`src/rtl/alu_ctrl_seq.sv`:
```
// rtl/alu_ctrl_seq.sv - registered ALU control decoder with multi-cycle MUL/DIV hold
// Accepts {ALUOp, Opcode} on a valid/ready handshake and presents ALU_Cnt one cycle later.
module alu_ctrl_seq #(
  parameter int ALUOP_W    = 2,
  parameter int OPCODE_W   = 4,
  parameter int CNT_W      = 4,
  parameter int MUL_CYCLES = 3,
  parameter int DIV_CYCLES = 8
) (
  input  logic                clk,
  input  logic                rst_n,
  input  logic                in_valid,
  output logic                in_ready,
  input  logic [ALUOP_W-1:0]  ALUOp,
  input  logic [OPCODE_W-1:0] Opcode,
  input  logic                flush,
  output logic [CNT_W-1:0]    ALU_Cnt,
  output logic                out_valid,
  output logic                multi_busy,
  output logic                multi_done,
  output logic                illegal
);

  localparam int MAXC = (MUL_CYCLES > DIV_CYCLES) ? MUL_CYCLES : DIV_CYCLES;
  localparam int CW   = ($clog2(MAXC) < 1) ? 1 : $clog2(MAXC);

  typedef enum logic [1:0] {S_IDLE, S_SINGLE, S_MULTI} state_t;

  state_t           state_q, state_d;
  logic [CW-1:0]    cnt_q, cnt_d;
  logic [CNT_W-1:0] alu_cnt_q, alu_cnt_d;
  logic             ill_q, ill_d;

  logic [CNT_W-1:0] dec_code;
  logic             dec_ill, dec_mul, dec_div;
  logic [3:0]       op_lo;
  logic             accept;

  assign op_lo = Opcode[3:0];

  always_comb begin
    dec_code = '0;
    dec_ill  = 1'b0;
    dec_mul  = 1'b0;
    dec_div  = 1'b0;
    if (ALUOp == ALUOP_W'(2)) begin
      dec_code = '0;
    end else if (ALUOp == ALUOP_W'(1)) begin
      dec_code = CNT_W'(1);
    end else if ((ALUOp == '0) && ((Opcode >> 4) == '0) &&
                 (op_lo >= 4'd2) && (op_lo <= 4'd11)) begin
      // Legal R-type opcodes 2..11 map linearly onto codes 0..9
      dec_code = CNT_W'(op_lo - 4'd2);
      dec_mul  = (op_lo == 4'd10);
      dec_div  = (op_lo == 4'd11);
    end else begin
      dec_ill  = 1'b1;
    end
  end

  assign in_ready = ~flush & ((state_q != S_MULTI) | (cnt_q == '0));
  assign accept   = in_valid & in_ready;

  always_comb begin
    state_d   = state_q;
    cnt_d     = cnt_q;
    alu_cnt_d = alu_cnt_q;
    ill_d     = 1'b0;
    if (flush) begin
      state_d = S_IDLE;
    end else if (accept) begin
      alu_cnt_d = dec_code;
      ill_d     = dec_ill;
      if (dec_mul) begin
        state_d = S_MULTI;
        cnt_d   = CW'(MUL_CYCLES - 1);
      end else if (dec_div) begin
        state_d = S_MULTI;
        cnt_d   = CW'(DIV_CYCLES - 1);
      end else begin
        state_d = S_SINGLE;
      end
    end else begin
      case (state_q)
        S_SINGLE: state_d = S_IDLE;
        S_MULTI: begin
          if (cnt_q == '0) state_d = S_IDLE;
          else             cnt_d   = cnt_q - CW'(1);
        end
        default: state_d = S_IDLE;
      endcase
    end
  end

  always_ff @(posedge clk or negedge rst_n) begin
    if (!rst_n) begin
      state_q   <= S_IDLE;
      cnt_q     <= '0;
      alu_cnt_q <= '0;
      ill_q     <= 1'b0;
    end else begin
      state_q   <= state_d;
      cnt_q     <= cnt_d;
      alu_cnt_q <= alu_cnt_d;
      ill_q     <= ill_d;
    end
  end

  // ALU_Cnt deliberately retains its value in IDLE; consumers qualify with out_valid
  assign ALU_Cnt    = alu_cnt_q;
  assign out_valid  = (state_q != S_IDLE);
  assign multi_busy = (state_q == S_MULTI);
  assign multi_done = (state_q == S_MULTI) && (cnt_q == '0);
  assign illegal    = ill_q;

endmodule

```
`config.mk`:
```
export PLATFORM = sky130hd
export DESIGN_NAME = alu_ctrl_seq
export DESIGN_NICKNAME = d
export VERILOG_FILES = /design/src/rtl/alu_ctrl_seq.sv
export SDC_FILE = /design/constraint.sdc
export NUM_CORES = 1
export LEC_CHECK = 0
export ABC_AREA = 1
export CAP_MARGIN = 5
export CORE_MARGIN = 5
export CORE_UTILIZATION = 50
export CTS_CLUSTER_SIZE = 30
export DETAILED_ROUTE_END_ITERATION = 12
export PLACE_DENSITY = 0.82
export SYNTH_ARGS = -nofsm -noshare
export SYNTH_HDL_FRONTEND = slang
export SYNTH_SLANG_ARGS = --single-unit
```
`constraint.sdc`:
```
create_clock -name clk -period 2.75 [get_ports clk]
set_input_delay 0.275 -clock clk [delete_from_list [all_inputs] [get_ports clk]]
set_output_delay 0.275 -clock clk [all_outputs]
set_load 0.05 [all_outputs]
```
* Word level (Yosys, flattened, before mapping)
Index checks and enable logic that the tools add are counted.
** Word-level totals
- Bits in writable memories :: 0
- Memory bits (read-only) :: 0
- Input port bits :: 10
- Bits in latches :: 0
- Register bits :: 10
- Output and inout port bits :: 9
- Memories kept :: 0
- Word-level logic and storage cells :: 55
** Operators by class
- Muxes and demuxes :: 25
- $mul :: 0
- Equality and inequality tests :: 9
- Div/mod/pow operators :: 0
- Magnitude comparators :: 2
- Add/subtract/negate cells :: 2
- Reductions and logical operators :: 9
- Bitwise gates (word level) :: 4
- Shift-type cells :: 0
** Operators by type and width (number)
- $mux 3 :: 5
- $mux 2 :: 6
- $mux 4 :: 3
- $mux 1 :: 11
- $eq 4x4->1 const B :: 2
- $eq 2x2->1 const B :: 2
- $ge 4x2->1 const B :: 1
- $le 4x4->1 const B :: 1
- $ne 2x2->1 const B :: 2
- $ne 4x2->1 const B :: 1
- $reduce_and 4->1 :: 1
- $reduce_bool 2->1 :: 2
- $sub 4x2->4 const B :: 1
- $logic_and 1x1->1 :: 3
- $logic_not 3->1 :: 1
- $ne 3x3->1 const B :: 1
- $sub 3x1->3 const B :: 1
- $and 1x1->1 :: 2
- $eq 2x1->1 const B :: 1
- $logic_not 2->1 :: 1
- $reduce_and 2->1 :: 1
- $not 1->1 :: 1
- $or 1x1->1 :: 1

* Longest topological paths before layout
- Word-level depth :: 10
- Gate-level depth with buffers :: 9
- Gate-level depth less buffers :: 9

* Least setup slack after synthesis
No wires, ideal clock.
- Kind :: flip-flop to output port
- Start :: register cnt_q[0]
- End :: output port in_ready
- Path slack :: 0.933 ns
- Buffers on the path :: 0
- Cell stages (with the launch flop) :: 7
- Data arrival time :: 1.542 ns
- Cell sequence :: dfrtp_1 inv_1 ha_1 nand2_4 nand2_4 inv_1 nor2_1
** On the way
- Longest elaborated chain between the ends :: 3
** Ends and longest elaborated chain
- start: declaration :: line 30 : logic [CW-1:0] cnt_q, cnt_d;
- start signal: assignment :: line 103 : cnt_q <= cnt_d;
- $logic_not 3->1 :: line 61 : assign in_ready = ~flush & ((state_q != S_MULTI) | (cnt_q == '0));
- $or 1x1->1 :: line 61
- $and 1x1->1 :: line 61
- end: declaration :: line 13 : output logic in_ready,
No other way between the ends.

* Worst setup path after layout
Same ends and word-level chain as after synthesis.

==> flow_summary.json <==
{
  "outcome": "finished, final reports clean",
  "synth_compound_area_frac": 0.111,
  "overflow": 0,
  "routed-via-count": 609,
  "report.final.setup_viol": 0,
  "slew_headroom": 0.660,
  "syn_area_per_cell_um2": 8.26,
  "final_cell_mix": "nand2_1 (20), clkdlybuf4s50_1 (18), inv_1 (12)",
  "grt_max_degree": 11,
  "via_per_inst": 4.99,
  "tns_ns": 0,
  "drive_above_1_share": 0.234,
  "endpoint_kind": "output pin",
  "diodes": 0,
  "synth_top_family_by_area": "simple AND/OR/NAND/NOR gates",
  "portBuffers": 18,
  "fp.dieArea_mm2": 0.00225,
  "place_area_um2": 901,
  "layout.cells.non_filler": 122,
  "path_clk_slew_ns": 0.08,
  "cts_hold_buf": 0,
  "hold_path_class": "input port to async pin",
  "clock_latency_ns": 0.27,
  "synthSimpleGateAreaFrac": 0.364,
  "cts_tree": "yes",
  "postRouteWirelength_mm": 1.40,
  "skew_ns": 0.00526,
  "syn_nets": 98,
  "ctsResizeCount": 0,
  "power_density_mw_per_mm2": 474,
  "drc": 0,
  "worstSetupPathType": "register to output pin",
  "grt_pass1_vias": 593,
  "clockBufferDepth": 2,
  "rsz0062_at_grt": "no",
  "antenna_found_initial": 0,
  "worstMarginPinSlew_ns": 0.508,
  "synth_fa_ha_area_frac": 0.0535,
  "postSynthCellCount": 85,
  "slew_violations": 0,
  "grt_util_all_layers": 0.149,
  "initial_core_util": 0.533,
  "dp_cells": 118,
  "final_common_cell": "nand2_1",
  "crit_required_ns": 2.48,
  "ys_top_cells_by_area": "dfrtp_1 (36%), nand2_1 (11%), inv_1 (6.4%), ha_1 (5.3%), o31ai_2 (5.3%)",
  "crit_path_start_kind": "register",
  "final_area_um2": 937,
  "die_w_um": 47.5,
  "yosysTopAreaCellShare": 0.357,
  "fin_crit_ns": 2.40,
  "min_period_over_period": 0.874,
  "hpwlAfterDp_mm": 1.13,
  "yosysSeqAreaShare": 0.357,
  "cts_setup_buffers": 0,
  "arrival_ns": 2.13,
  "synth.distinct_cells": 24,
  "syn_area_um2": 702,
  "vdd_drop_max_mv": 0.249,
  "synth-xor-area-share": 0.0250,
  "die_y_um": 47.5,
  "ys_warn_count": 0,
  "drv_cap": 0,
  "path_max_fanout": 3,
  "finalHoldViolCount": 0,
  "syn_to_final_growth_pct": 33.5,
  "core_mm2": 0.00132,
  "cts_buffers": 3,
  "wl_per_cell_um": 11.5,
  "ioPinCount": 19,
  "cts.sinks": 10,
  "ant_nets": 0,
  "cts_root_buffer": "clkbuf_4",
  "htree_num_levels": 1,
  "row_count": 13,
  "drt_first_pass_iters": 4,
  "fmax_mhz": 416,
  "routabilityCongestion": 0.751,
  "whs_ns": 0.323,
  "first_iter_violations": 16,
  "synth_mux_area_frac": 0,
  "ys_seq_elements": 10,
  "leakagePower_nw": 0.492,
  "grt_pass1_wl_mm": 2.30,
  "finalNetCount": 121,
  "yosys.area.top_type": "dfrtp_1"
}
-- stage by stage --
step                      total power, mW  setup WS (ns)  utilization
after global placement              0.304          0.691        0.684
after CTS                           0.447          0.342        0.711
after detailed placement            0.307          0.644        0.684
final                               0.445          0.347        0.711
after global routing                0.466          0.250        0.711
after floorplan                     0.261          0.933            -
-- cell usage after synthesis --
cell type and count:
nand3_1 7, o211ai_1 1, nand2_8 1, xor2_1 1, nor2_4 2, nand3_2 1, a21oi_1 1, nand2_4 2
o21ai_1 1, a31oi_1 1, xnor2_1 1, o31ai_2 3, nand4_2 1, dfrtp_1 10, nor2_1 4, nor3_1 1
nor2_2 1, a21oi_4 1, nand2_1 20, inv_2 5, ha_1 3, nand2_2 4, nand4_1 1, inv_1 12
-- sequential cells by signal (all words and copies together) (netlist names) --
name and flops:
illegal 1, ALU_Cnt 4, cnt_q 3, state_q 2
-- cell families (layout without fill, tap and decap cells) --
| family | count (synthesis) | in the layout |
|---|---|---|
| AO/OA/AOI/OAI | 8 | 8 |
| XOR/XNOR | 2 | 2 |
| adder cells (fa/ha/maj) | 3 | 3 |
| buffers and inverters | 17 | 39 |
| flip-flops | 10 | 10 |
| AND/OR/NAND/NOR | 45 | 45 |
-- worst paths after layout --
check / start / end / slack (ns) / cells after the start
max: cnt_q[0] / in_ready / 0.35 / 7
max in group asynchronous: rst_n / state_q[0] / 2.10 / 1
min reg2reg: ALU_Cnt[3] / ALU_Cnt[3] / 0.49 / 2
max reg2reg: cnt_q[0] / cnt_q[2] / 1.33 / 7
min in group clk: ALU_Cnt[3] / ALU_Cnt[3] / 0.49 / 2
min: rst_n / state_q[1] / 0.32 / 1
-- layout make-up --
type,instances,area [um2]
Fill cell,111,380
Multi-Input combinational cell,58,388
Tap cell,15,18.8
Clock buffer,4,36.3
Timing Repair Buffer,18,180
Sequential cell,10,250
Inverter,17,63.8
-- per-layer routing --
layer	global-route usage	wire length (um)	up-vias
met5	0	0	-
li1	-	-	311
met4	0.0994	28	0
met2	0.251	645	22
met3	0.0226	97	4
met1	0.172	632	272
-- power breakdown --
group          switching [mW]  internal, mW  leakage, nW
Clock                  0.0584        0.0805       0.0210
Combinational          0.0829        0.0526        0.349
Sequential            0.00874         0.161        0.121
-- critical path, stage by stage, from the launching register on --
cell and delay, ns:
dfrtp_1 0.38, inv_1 0.11, ha_1 0.23, nand2_4 0.09, nand2_4 0.10, inv_1 0.05, nor2_1 0.08, clkdlybuf4s50_1 0.80
No activity file was read; power rests on OpenSTA's default activity.
